### config.mk
export PLATFORM = sky130hd
export DESIGN_NAME = uart_tx_arbiter
export DESIGN_NICKNAME = d
export VERILOG_FILES = /design/src/rtl/uart_tx_arbiter.sv
export SDC_FILE = /design/constraint.sdc
export NUM_CORES = 1
export LEC_CHECK = 0
export CORE_MARGIN = 1
export CORE_UTILIZATION = 53
export DETAILED_ROUTE_END_ITERATION = 8
export PLACE_DENSITY_LB_ADDON = 0.2
export SLEW_MARGIN = 20
export SYNTH_ARGS = -nofsm -noshare
export SYNTH_HDL_FRONTEND = slang
export SYNTH_SLANG_ARGS = --single-unit
### constraint.sdc
create_clock -name clk16 -period 3 [get_ports clk16]
set_input_delay 0.75 -clock clk16 [delete_from_list [all_inputs] [get_ports clk16]]
set_output_delay 0.75 -clock clk16 [all_outputs]
set_load 0.02 [all_outputs]
### src/rtl/uart_tx_arbiter.sv
// Two-requester round-robin arbiter feeding a UART transmitter block.
// Enforces an inter-frame gap and aborts frames that never report tx_end.
module uart_tx_arbiter #(
  parameter int unsigned GAP_CYCLES     = 16,
  parameter int unsigned TIMEOUT_CYCLES = 200
) (
  input  logic       clk16,
  input  logic       rst_n,
  input  logic       req0,
  input  logic [7:0] data0,
  output logic       ack0,
  input  logic       req1,
  input  logic [7:0] data1,
  output logic       ack1,
  output logic [7:0] paral_data,
  output logic       tx_en,
  input  logic       tx_end,
  output logic       grant_id,
  output logic       busy,
  output logic       timeout_err,
  input  logic       err_clr
);

  localparam int unsigned CNT_MAX  = (GAP_CYCLES > TIMEOUT_CYCLES) ? GAP_CYCLES : TIMEOUT_CYCLES;
  localparam int unsigned CNT_W    = $clog2(CNT_MAX + 2);
  // Abort on the edge that completes TIMEOUT_CYCLES cycles of SEND.
  localparam int unsigned TMO_LAST = (TIMEOUT_CYCLES > 0) ? TIMEOUT_CYCLES - 1 : 0;

  typedef enum logic [1:0] {
    IDLE = 2'd0,
    SEND = 2'd1,
    GAP  = 2'd2
  } state_t;

  state_t             state, state_d;
  logic               ptr, ptr_d;
  logic [CNT_W-1:0]   tmo_cnt, tmo_cnt_d;
  logic [CNT_W-1:0]   gap_cnt, gap_cnt_d;
  logic [7:0]         paral_data_d;
  logic               tx_en_d, grant_id_d, busy_d, timeout_err_d;
  logic               ack0_d, ack1_d;
  logic               tmo_set;
  logic               win;

  // State and registered outputs.
  always_ff @(posedge clk16 or negedge rst_n) begin
    if (!rst_n) begin
      state       <= IDLE;
      ptr         <= 1'b0;
      tmo_cnt     <= '0;
      gap_cnt     <= '0;
      paral_data  <= 8'h00;
      tx_en       <= 1'b0;
      grant_id    <= 1'b0;
      busy        <= 1'b0;
      timeout_err <= 1'b0;
      ack0        <= 1'b0;
      ack1        <= 1'b0;
    end else begin
      state       <= state_d;
      ptr         <= ptr_d;
      tmo_cnt     <= tmo_cnt_d;
      gap_cnt     <= gap_cnt_d;
      paral_data  <= paral_data_d;
      tx_en       <= tx_en_d;
      grant_id    <= grant_id_d;
      busy        <= busy_d;
      timeout_err <= timeout_err_d;
      ack0        <= ack0_d;
      ack1        <= ack1_d;
    end
  end

  // Next-state and next-output logic.
  always_comb begin
    state_d      = state;
    ptr_d        = ptr;
    tmo_cnt_d    = tmo_cnt;
    gap_cnt_d    = gap_cnt;
    paral_data_d = paral_data;
    tx_en_d      = tx_en;
    grant_id_d   = grant_id;
    ack0_d       = 1'b0;
    ack1_d       = 1'b0;
    tmo_set      = 1'b0;
    win          = 1'b0;

    case (state)
      IDLE: begin
        tx_en_d = 1'b0;
        if (req0 || req1) begin
          win          = (req0 && req1) ? ptr : req1;
          grant_id_d   = win;
          paral_data_d = win ? data1 : data0;
          ack0_d       = ~win;
          ack1_d       = win;
          ptr_d        = ~win;
          tmo_cnt_d    = '0;
          tx_en_d      = 1'b1;
          state_d      = SEND;
        end
      end
      SEND: begin
        if (tx_end) begin
          tx_en_d   = 1'b0;
          gap_cnt_d = CNT_W'(GAP_CYCLES);
          state_d   = GAP;
        end else if (tmo_cnt >= CNT_W'(TMO_LAST)) begin
          tx_en_d   = 1'b0;
          tmo_set   = 1'b1;
          gap_cnt_d = CNT_W'(GAP_CYCLES);
          state_d   = GAP;
        end else if (tmo_cnt != CNT_W'(CNT_MAX)) begin
          tmo_cnt_d = tmo_cnt + CNT_W'(1);
        end
      end
      GAP: begin
        // A loaded value of 0 or 1 both give a single GAP cycle.
        tx_en_d = 1'b0;
        if (gap_cnt <= CNT_W'(1)) begin
          state_d = IDLE;
        end else begin
          gap_cnt_d = gap_cnt - CNT_W'(1);
        end
      end
      default: begin
        tx_en_d = 1'b0;
        state_d = IDLE;
      end
    endcase

    if (tmo_set) begin
      timeout_err_d = 1'b1;
    end else if (err_clr) begin
      timeout_err_d = 1'b0;
    end else begin
      timeout_err_d = timeout_err;
    end

    busy_d = (state_d != IDLE);
  end

endmodule

==> results.md <==
* CP Data Required Time at approximately 3.2 ns
* Vias in the first global route at between 1000 and 1500
* Internal at 1.08 mW
* Ys flop type: dfrtp_1
* Clk slew on worst S/H paths at 0.11 ns
* Leak at 0.885 nW
* Die Wd at between 50 and 60 µm
* Commonest non-fill, non-tap cell in the layout: clkdlybuf4s50_1
* Clock Tree Buf Depth at 2
* Drt pass-1 iters at 4
* Combinational Power Share at between 40 and 50%
* CP Data Arrival Time at 2.39 ns
* Worst Hold Class: reg2reg
* Post-CTS Hold Fix Bufs at 0
* DR iter-0 viols at between 50 and 60
* GRT Util Overall at 22.7%
* Final GP Congestion at ~0.88
* Seq pwr share at 41.8%
* Largest cells by area after synthesis: dfrtp_1 (52%), a221o_1 (3.8%), and2_1 (3.1%), ha_1 (3.1%), o21ai_0 (2.8%)
* VDD IR max at just under 600 µV
* Number of synthesized register bits at 33
* Pwr/cell area at between 800 and 900 mW/mm²
* Post-CTS Setup Bufs at 0
* Clock group share of total power at 13.4%
* Clk sinks at 33
* Starting Density at a little under three fifths
* Max-cap viol count at 0
* Worst Setup Path Type: in2reg
* TritonCTS Buffers at 5
* Pwr Total at 1.80 mW
* Layout cells sized above 1 at 8.47%
* Final wirelength at roughly 3.2 mm
* Slew @ Worst Pin at around 0.72 ns
* End-of-flow core utilization at between 70% and 80%
* Detailed-route via count at 1275
* Largest net degree at the start of global routing at 34
* Die Y at 56.8 µm
* Final worst-path cycle share at 72.4%
* Vias per cell at roughly 5.8
* Worst-path fanout max at 8
* Clock insertion delay at the later pin of the skew report at 0.33 ns
* RSZ-0062 raised after global routing: false
* Yosys warning count at 0
* Synth top area share at 51.9%
* Sw Share at 40.1%
* Top Ports at 36
* CORE AREA at roughly 0.0028 mm²
* Mapped Area at approximately 0.0016 mm²
* Setup TNS at 0 ns
* Number of remaining DRC errors at 0
* Status: finished, final reports clean
* Post-synthesis cell type count at 38
* CTS tree: done
* EDFF count, synth at 0
* Congestion Overflow GR at 0
* Most frequent cells in the layout: clkdlybuf4s50_1 (35), dfrtp_1 (33), inv_1 (12)
* Avg WL per Cell at 14.7 µm
* Setup-failing EPs final at 0
* Synth area leader: dfrtp_1
* Hpwl dp at 2.41 mm
* Syn_area_per_cell at roughly 11 µm²
* Clk root buf: clkbuf_4
* Crit path capture type: register
* Seq/Total Area, Yosys at between 50% and 60%
* Min Clock Period, post-route at about 2.2 ns
* Slew headroom at between 50% and 60%
* Slew Viols, Final at 0
* Port bufs at 35
* Die area at between 0.003 and 0.004 mm²
* Filler cell count at 209
* Initial antenna violation count at 0
* Final Hold Vio Count at 0
* Ys async rst share at between 90% and 100%
* Hold WS at between 0.4 and 0.5 ns
* Area growth, synth to finish at 28.5%
* Startpoint Class: primary input
* Antenna cells at 0
* Antenna Nets Post-Route at 0
* Fin nets at roughly 210
* Fmax achieved at between 400 and 500 MHz
* Syn Inst Count at roughly 150
* PostCTS Resize Cnt at 0
* NetSw at 0.722 mW
* Rows at 19
* H-tree levels at 2
* Skew final at approximately 0.011 ns
* First-pass GRT wire length at 5.55 mm
* Syn_nets at roughly 170
[per-layer routing]
| metal | up-vias | part of all wire, % | track usage [%] |
|---|---|---|---|
| li1 | 619 | - | - |
| met4 | 0 | 2.8 | 11.1 |
| met2 | 43 | 51 | 37.8 |
| met5 | - | 0 | 0 |
| met1 | 604 | 41 | 27.5 |
| met3 | 9 | 5.0 | 5.76 |
[cell usage after synthesis, types with 2 or more instances]
| cell | n |
|---|---|
| nor4_1 | 2 |
| dfrtp_1 | 33 |
| xor2_1 | 4 |
| nand3_1 | 4 |
| a21oi_1 | 5 |
| nand4_1 | 2 |
| inv_1 | 12 |
| o211ai_1 | 6 |
| o21ai_0 | 9 |
| a221o_1 | 6 |
| a21o_1 | 3 |
| o31ai_1 | 5 |
| clkbuf_1 | 2 |
| nand2_1 | 9 |
| or3b_1 | 2 |
| nor2_1 | 6 |
| ha_1 | 4 |
| mux2i_1 | 3 |
| nor3_1 | 3 |
| and2_1 | 8 |
[registers in the layout (all words and copies together) (netlist names)]
register     count
ack1             1
timeout_err      1
tx_en            1
paral_data       8
state            2
ptr              1
ack0             1
busy             1
tmo_cnt          8
gap_cnt          8
grant_id         1
[final timing paths]
kind	cells after the start	startpoint	endpoint	slack, ns
max	5	req0	paral_data[1]$_DFFE_PN0P_	0.83
min	2	paral_data[3]$_DFFE_PN0P_	paral_data[3]$_DFFE_PN0P_	0.49
max in group asynchronous	2	rst_n	gap_cnt[4]$_DFFE_PN0P_	1.90
min reg2reg	2	paral_data[3]$_DFFE_PN0P_	paral_data[3]$_DFFE_PN0P_	0.49
min in group asynchronous	2	rst_n	busy$_DFF_PN0_	0.80
max reg2reg	5	tmo_cnt[0]$_DFFE_PN0P_	tmo_cnt[3]$_DFFE_PN0P_	0.85
[critical path: stages]
cell and delay (ns):
clkdlybuf4s50_1 0.49, inv_1 0.06, o21ai_0 0.48, nor2_1 0.26, a221o_1 0.35
[layout make-up]
class	instances	area [µm²]	share of cell area [%]
inverters	12	45.0	2.20
multi-input cells	98	708	34.6
clock inverters	3	17.5	0.856
repair buffers	38	373	18.2
clock buffers	5	37.5	1.83
well taps	31	38.8	1.90
flip-flops and latches	33	826	40.4
[cell families (layout without fill, tap and decap cells)]
group           count (synthesis)  in the layout  synth area share (%)
simple gates                   45             45                  17.1
xor+xnor                        4              4                  2.20
flops                          33             33                  51.9
fa+ha+maj                       4              4                  3.14
buf+inv                        15             58                  3.62
compound gates                 42             42                  20.2
mux                             3              3                  1.89
[power by group through the flow]
stage | logic (mW) | clock network [mW] | registers (mW)
2_1_floorplan | 0.416 | 0 | 0.829
3_3_place_gp | 0.776 | 0 | 0.755
3_5_place_dp | 0.814 | 0 | 0.761
4_1_cts | 0.816 | 0.249 | 0.753
5_1_grt | 0.884 | 0.269 | 0.777
6_report | 0.808 | 0.241 | 0.753
[stage by stage]
step,instance area [µm²],setup WS [ns],std cells
finish,2050,0.827,220
global route,2050,0.602,220
CTS,2050,0.718,220
detailed placement,1990,0.492,212
global placement,1990,0.529,212
floorplan,1590,1.19,146
No activity file was read; power rests on OpenSTA's default activity.
